### config.mk
export PLATFORM = sky130hd
export DESIGN_NAME = router_chan_ctrl
export DESIGN_NICKNAME = d
export VERILOG_FILES = /design/src/rtl/router_chan_ctrl.sv
export SDC_FILE = /design/constraint.sdc
export NUM_CORES = 1
export LEC_CHECK = 0
export CAP_MARGIN = 25
export CORE_MARGIN = 4
export CORE_UTILIZATION = 63
export CTS_CLUSTER_DIAMETER = 200
export DETAILED_ROUTE_END_ITERATION = 8
export DONT_BUFFER_PORTS = 1
export PLACE_DENSITY = 0.89
export SETUP_SLACK_MARGIN = 0.3
export SYNTH_ARGS = -nofsm -noshare
export SYNTH_HDL_FRONTEND = slang
export SYNTH_SLANG_ARGS = --single-unit
### constraint.sdc
create_clock -name clock -period 1.5 [get_ports clock]
set_input_delay 0.225 -clock clock [delete_from_list [all_inputs] [get_ports clock]]
set_output_delay 0.225 -clock clock [all_outputs]
set_load 0.01 [all_outputs]
### src/rtl/router_chan_ctrl.sv
// router_chan_ctrl: header address latch, one-hot FIFO write decode, full-flag mux and per-channel read-timeout watchdog
//   clock, resetn                  : clock, synchronous active-low reset
//   detect_add, data_in            : header capture strobe and destination address
//   write_enb_reg                  : FSM write request, decoded into write_enb
//   read_enb_*, empty_*, full_*    : per-channel destination reads and FIFO flags
//   write_enb, fifo_full           : one-hot FIFO write enable, full flag of addressed FIFO
//   vld_out_*, soft_reset_*        : data-available flags, one-cycle watchdog soft resets
module router_chan_ctrl #(
  parameter int TIMEOUT = 30,
  parameter int CNT_W   = 5
) (
  input  logic       clock,
  input  logic       resetn,
  input  logic       detect_add,
  input  logic [1:0] data_in,
  input  logic       write_enb_reg,
  input  logic       read_enb_0,
  input  logic       read_enb_1,
  input  logic       read_enb_2,
  input  logic       empty_0,
  input  logic       empty_1,
  input  logic       empty_2,
  input  logic       full_0,
  input  logic       full_1,
  input  logic       full_2,
  output logic [2:0] write_enb,
  output logic       fifo_full,
  output logic       vld_out_0,
  output logic       vld_out_1,
  output logic       vld_out_2,
  output logic       soft_reset_0,
  output logic       soft_reset_1,
  output logic       soft_reset_2
);
  logic [1:0]       addr_q, addr_d;
  logic [CNT_W-1:0] cnt_q [3];
  logic [CNT_W-1:0] cnt_d [3];
  logic [2:0]       srst_q, srst_d;
  logic [2:0]       vld, rd;

  assign vld = ~{empty_2, empty_1, empty_0};
  assign rd  = {read_enb_2, read_enb_1, read_enb_0};
  assign {vld_out_2, vld_out_1, vld_out_0} = vld;
  assign {soft_reset_2, soft_reset_1, soft_reset_0} = srst_q;

  assign addr_d = detect_add ? data_in : addr_q;

  // Decode uses the registered address, so a same-cycle capture applies next cycle
  assign write_enb = (write_enb_reg && addr_q != 2'b11) ? (3'b001 << addr_q) : 3'b000;
  assign fifo_full = addr_q == 2'b00 ? full_0 :
                     addr_q == 2'b01 ? full_1 :
                     addr_q == 2'b10 ? full_2 : 1'b0;

  // Counter restarts on no data or a read; at TIMEOUT-1 it fires and restarts, so it never wraps
  always_comb begin
    srst_d = '0;
    for (int c = 0; c < 3; c++) begin
      cnt_d[c] = '0;
      if (vld[c] && !rd[c]) begin
        srst_d[c] = cnt_q[c] == CNT_W'(TIMEOUT - 1);
        cnt_d[c]  = srst_d[c] ? '0 : cnt_q[c] + 1'b1;
      end
    end
  end

  always_ff @(posedge clock) begin
    if (!resetn) begin
      addr_q <= 2'b00;
      srst_q <= '0;
      for (int c = 0; c < 3; c++) cnt_q[c] <= '0;
    end else begin
      addr_q <= addr_d;
      srst_q <= srst_d;
      for (int c = 0; c < 3; c++) cnt_q[c] <= cnt_d[c];
    end
  end
endmodule

==> results of run 1 <==
power groups by stage:
stage | sequential (mW) | clock, mW | combinational (mW)
after CTS | 0.548 | 0.433 | 0.0462
after detailed placement | 0.559 | 0 | 0.0399
after global placement | 0.558 | 0 | 0.0390
after floorplan | 0.557 | 0 | 0.0348
after global routing | 0.549 | 0.460 | 0.0541
final | 0.547 | 0.434 | 0.0486
area by class of cell:
type / count / share of cell area
clock buffer: 3 / 0.0238
inverter: 6 / 0.0238
tap: 14 / 0.0185
sequential: 20 / 0.431
multi-input combinational: 58 / 0.450
clock inverter: 1 / 0.0317
timing repair buffer: 2 / 0.0211
worst reg2reg max path: cells and delay by family (launching register included):
kind | cells | cell delay (ns)
and+or+nand+nor | 3 | 0.44
DFF | 1 | 0.37
adders and majority gates | 1 | 0.17
buffers and inverters | 1 | 0.05
repair_timing:
action,4_1_cts,5_1_grt
setup endpoints to repair,2,4
endpoints found under the hold margin,1,0
cloned,0,0
hold buffers,2,0
resized for setup,3,6
logic make-up (layout without fill, tap and decap cells):
| kind of cell | Yosys count | after routing |
|---|---|---|
| xor+xnor | 9 | 9 |
| simple gates | 39 | 39 |
| fa+ha+maj | 6 | 6 |
| compound gates | 1 | 1 |
| buf+inv | 6 | 12 |
| flops | 20 | 20 |
| mux | 3 | 3 |
worst paths after layout:
| check | endpoint | slack [ns] | depth (start not counted) |
|---|---|---|---|
| min | addr_q[1] | 0.05 | 1 |
| max reg2reg | cnt_q[0][13] | 0.42 | 5 |
| max | fifo_full | 0.25 | 2 |
| min reg2reg | cnt_q[0][5] | 0.49 | 1 |
state kept, by name, summed over array words and instances (netlist names):
register and count:
addr_q 2, cnt_q 15, srst_q 3
cell usage after synthesis:
master / instances
o21ai_0: 1
xnor2_1: 3
inv_1: 6
nor4b_2: 1
nor2b_1: 4
dfxtp_1: 20
and3b_1: 2
nand3_1: 7
nand3b_1: 1
nor3b_2: 2
nand2_2: 2
nand4_1: 3
xor2_1: 6
nor2_1: 16
mux2i_1: 3
ha_1: 6
nor3b_1: 1
layer usage:
layer | vias up | part of all wire | track usage
met5 | - | 0 | 0
met4 | 0 | 0.0056 | 0.0542
met3 | 2 | 0.086 | 0.0569
met2 | 23 | 0.47 | 0.238
met1 | 257 | 0.44 | 0.186
li1 | 290 | - | -
per-stage QoR:
step                hold WS, ns  total power, mW  setup slack [ns]  area [sq um]  instances
finish                   0.0453             1.03             0.253           947        104
floorplan                 0.296            0.592             0.548           836         84
CTS                      0.0627             1.03             0.261           932        104
detailed placement        0.298            0.599             0.449           853         98
global placement          0.302            0.597             0.488           853         98
global route             0.0392             1.06             0.204           947        104
==> impl_metrics.py, run 1 <==
metrics = {
    "critical_path": {
        "cp_top_family": "flip-flops",
        "worstPathCellList": "mux2i_2, o21ai_2",
        "startpoint_type": "register",
        "slowest_stage": "dfxtp_4",
        "cp_slowest_stage_delay_ns": 0.40,
        "cp-startpoint": "addr_q[1]",
        "crit_fanout": 6,
        "worst-path-buf-inv": 0,
        "cp.required_ns": 1.27,
        "endpoint_kind": "output port",
        "crit_type": "reg2out",
        "cp.arrival_ns": 1.02,
        "timing.rr.start": "cnt_q[0][11]",
    },
    "timing": {
        "clock-skew-final_ns": 0.00883,
        "tns_ns": 0,
        "drv_slew": 0,
        "hold_viol": 0,
        "max_freq_mhz": 802,
        "worst_pin_slew_ns": 0.251,
        "timing.final.crit_share": 0.831,
        "post-route-min-period_ns": 1.25,
        "rsz0062_at_grt": "true",
        "slew_headroom": 0.832,
        "report.final.setup_viol": 0,
    },
    "detailed_routing": {
        "dr.pass1.iters": 2,
        "via_per_inst": 5.50,
        "routed_wl_microns": 1440,
        "vias": 572,
        "final_antenna_net_count": 0,
        "drcViolationCount": 0,
        "drt_iter0_drc": 3,
        "drt-wirelength-per-cell_microns": 13.8,
    },
    "synth": {
        "synth-xor-area-share": 0.0943,
        "synth_seq_cells": 20,
        "synth.distinct_cells": 17,
        "synthMuxAreaShare": 0.0359,
        "synth.cell_area_sq_um": 836,
        "synthAdderAreaFrac": 0.0898,
        "synth-compound-area-share": 0.00599,
        "seq_area_frac_synth": 0.479,
        "ys_top_cells_by_area": "dfxtp_1 (48%), ha_1 (9.0%), nor2_1 (7.2%), xor2_1 (6.3%), nand3_1 (4.2%)",
        "synth_top_family_by_area": "simple AND/OR/NAND/NOR gates",
        "yosys_warnings": 0,
        "synth_cells": 84,
        "yosys.area_share.simple": 0.268,
        "synth_area_leader_cell": "dfxtp_1",
        "post-synth-top-area-fraction": 0.479,
        "syn_area_per_cell_sq_um": 9.95,
        "synth_fp_nets": 105,
    },
    "clocking": {
        "htreeDepth": 1,
        "cts.sinks": 20,
        "path_clk_slew_ns": 0.12,
        "clk_latency_ns": 0.30,
        "cts_buffers": 3,
        "clockBufferDepth": 2,
        "root_buffer": "clkbuf_4",
        "cts_setup_buffers": 0,
        "cts_tree": "yes",
    },
    "finish": {
        "area_growth_syn_to_layout_pct": 13.3,
        "multi_input_area_sq_um": 427,
        "final_util": 0.809,
        "drive_above_1_share": 0.167,
        "layout_common_cells": "dfxtp_1 (18), nor2_1 (16), nand3_1 (7)",
        "fill_cells": 74,
        "seq_area_sq_um": 408,
        "diodes": 0,
        "final_nets": 112,
        "final_common_cell": "dfxtp_1",
    },
    "hold_path": {
        "hp-class": "in2reg",
        "worstHoldStart": "resetn",
    },
    "power_and_ir_drop": {
        "p_clk_frac": 0.422,
        "p_leak_nw": 0.368,
        "intPower_mw": 0.832,
        "pwr-share-seq": 0.531,
        "p_sw_frac": 0.192,
        "pwr-share-comb": 0.047,
        "powerDensity_nw_per_um2": 1090,
        "p_sw_mw": 0.198,
        "ir_drop_mv": 1.23,
    },
    "grt": {
        "grt.total_usage": 0.151,
        "grt_pass1_wl_microns": 2190,
        "grt_remaining_overflow": 0,
        "antenna_found_initial": 0,
        "grt_pass1_vias": 521,
        "grt_max_degree": 13,
    },
    "die": {
        "initial_core_util": 0.714,
        "fp-row-count": 12,
        "die_height_microns": 44.4,
        "chipWidth_microns": 44.4,
        "ioPinCount": 25,
        "die_area_sq_um": 1970,
        "fp.coreArea_sq_um": 1170,
    },
    "placed_design": {
        "post-dp-hpwl_microns": 994,
        "io_buffers": 0,
        "gp_routability_congestion": 0.798,
    },
    "run_status": {
        "status": "complete, no violations",
    },
    "job": {
        "max_cap_viol_count": 0,
    },
}
Power figures use the tool's default switching activity.
==> inputs of run 2 (changes only) <==
--- a/config.mk
+++ b/config.mk
@@ -7,11 +7,11 @@
 export LEC_CHECK = 0
 export CAP_MARGIN = 25
 export CORE_MARGIN = 4
-export CORE_UTILIZATION = 63
+export CORE_UTILIZATION = 53
 export CTS_CLUSTER_DIAMETER = 200
 export DETAILED_ROUTE_END_ITERATION = 8
 export DONT_BUFFER_PORTS = 1
-export PLACE_DENSITY = 0.89
+export PLACE_DENSITY = 0.81
 export SETUP_SLACK_MARGIN = 0.3
 export SYNTH_ARGS = -nofsm -noshare
 export SYNTH_HDL_FRONTEND = slang
==> constraint.sdc (replaced) <==
create_clock -name clock -period 1.1 [get_ports clock]
set_input_delay 0.165 -clock clock [delete_from_list [all_inputs] [get_ports clock]]
set_output_delay 0.165 -clock clock [all_outputs]
set_load 0.01 [all_outputs]
==> impl_metrics.py, run 2 (same netlist as run 1, synthesis figures left out) <==
metrics = {
    "run_status": {
        "violations": "setup timing",
        "status": "complete, but fails checks",
    },
    "grt": {
        "antenna_found_initial": 0,
        "grtUsageMet3": 0.0451,
        "grt_remaining_overflow": 0,
        "grt_pass1_vias": 562,
        "gr-usage-met1": 0.164,
        "busiest_layer": "met2",
        "grt_pass1_wl_microns": 2390,
        "grt.total_usage": 0.158,
        "grt_use_met2": 0.277,
        "grt_max_degree": 12,
    },
    "power_and_ir_drop": {
        "ir_drop_mv": 0.641,
        "p_leak_nw": 0.368,
        "powerDensity_nw_per_um2": 1160,
    },
    "finish": {
        "drive_above_1_share": 0.413,
        "final_common_cell": "nor2_1",
        "largest_reg_flops": 15,
        "final_nets": 114,
        "reg_top3": "cnt_q: 15 flops, srst_q: 3 flops, addr_q: 2 flops",
        "diodes": 0,
        "area_growth_syn_to_layout_pct": 28.1,
        "layout_common_cells": "nor2_1 (16), dfxtp_1 (9), dfxtp_4 (8), xor2_1 (6), ha_4 (6)",
        "top_register": "cnt_q",
        "design_area_sq_um": 1070,
        "finalNonFillerCells": 108,
    },
    "die": {
        "fp-row-count": 14,
        "ioPinCount": 25,
        "initial_core_util": 0.555,
        "fp.coreArea_sq_um": 1510,
        "chipWidth_microns": 47.7,
        "die_area_sq_um": 2280,
        "die_height_microns": 47.7,
    },
    "detailed_routing": {
        "drcViolationCount": 0,
        "drt_iter0_drc": 5,
        "drt-wirelength-per-cell_microns": 15.1,
        "routed_wl_microns": 1630,
        "vias": 596,
        "via_per_inst": 5.52,
        "dr.pass1.iters": 4,
        "final_antenna_net_count": 0,
    },
    "critical_path": {
        "cp.arrival_ns": 1.01,
        "endpoint_kind": "output port",
        "worst-path-buf-inv": 0,
        "slowest_stage": "dfxtp_4",
        "startpoint_type": "register",
        "crit_type": "reg2out",
        "worstPathCellList": "mux2i_2, o21ai_2",
        "cp_top_family": "flip-flops",
        "cp.required_ns": 0.94,
        "crit_fanout": 6,
        "cp_slowest_stage_delay_ns": 0.39,
    },
    "timing": {
        "setup_ws_ns": -0.0735,
        "drv_slew": 0,
        "report.final.setup_viol": 3,
        "rsz0062_at_grt": "true",
        "slew_headroom": 0.847,
        "worst_pin_slew_ns": 0.229,
        "timing.final.crit_share": 1.07,
        "hold_viol": 0,
        "clock-skew-final_ns": 0.00342,
        "max_freq_mhz": 852,
        "post-route-min-period_ns": 1.17,
    },
    "placed_design": {
        "dp_slack_ns": 0.107,
        "dp_cells": 100,
        "io_buffers": 0,
        "gp_routability_congestion": 0.695,
        "post-dp-hpwl_microns": 1030,
        "placed_area_sq_um": 905,
    },
    "clocking": {
        "cts_buffers": 3,
        "path_clk_slew_ns": 0.10,
        "root_buffer": "clkbuf_4",
        "clockBufferDepth": 2,
        "clk_latency_ns": 0.30,
        "htreeDepth": 1,
        "cts_tree": "yes",
        "cts.sinks": 20,
    },
    "hold_path": {
        "hp-class": "in2reg",
    },
    "job": {
        "max_cap_viol_count": 0,
    },
}
[run 2: changes by cell type in the layout (fill, tap and decap cells not counted), sizes merged]
cell,delta
buf,+1
bufinv,-1
dlygate4sd3,+1
clkbuf,+1
[run 2: layer usage]
layer | wire length (microns) | up-vias
met3 | 132 | 4
met5 | 0 | -
met4 | 31 | 0
li1 | - | 293
met2 | 791 | 27
met1 | 676 | 272
[run 2: power by group]
group / switching (mW) / internal (mW)
logic: 0.0359 / 0.0430
clock network: 0.217 / 0.202
registers: 0.0187 / 0.722
total: 0.272 / 0.967
[run 2: through the flow]
step | hold WS [ns] | TNS [ns] | utilization | power (mW)
after global placement | 0.236 | 0 | 0.600 | 0.821
after detailed placement | 0.242 | 0 | 0.600 | 0.823
final | 0.0302 | -0.0909 | 0.711 | 1.24
after global routing | 0.00281 | -0.329 | 0.711 | 1.30
after floorplan | 0.236 | 0 | - | 0.813
after CTS | 0.00646 | -0.116 | 0.699 | 1.25
[run 2: path summary, 6_finish.rpt]
kind	depth (start not counted)	slack, ns	to	startpoint
hold / removal	2	0.03	cnt_q[0][11]	resetn
setup / recovery	2	-0.07	fifo_full	addr_q[1]
setup reg to reg	4	0.10	srst_q[2]	cnt_q[0][11]
hold reg to reg	1	0.47	cnt_q[0][5]	cnt_q[0][5]
[run 2: repair_timing]
item | CTS | global route
hold endpoints to repair | 3 | 0
gates resized for setup | 25 | 4
pin swaps | 9 | 3
setup buffers | 1 | 0
setup endpoints to repair | 25 | 25
hold buffers | 3 | 0
[run 2: final cells by class]
| type | instances | area [sq um] |
|---|---|---|
| multi-input cells | 58 | 518 |
| flip-flops and latches | 20 | 434 |
| fillers | 99 | 435 |
| repair buffers | 4 | 37.5 |
| inverters | 6 | 25.0 |
| well taps | 16 | 20.0 |
| clock buffers | 4 | 36.3 |
[run 2: worst reg2reg max path, delay by kind of cell (launching register included)]
family | cells | cell delay (ns)
flops | 1 | 0.38
fa+ha+maj | 1 | 0.10
buf+inv | 1 | 0.06
simple gates | 2 | 0.38
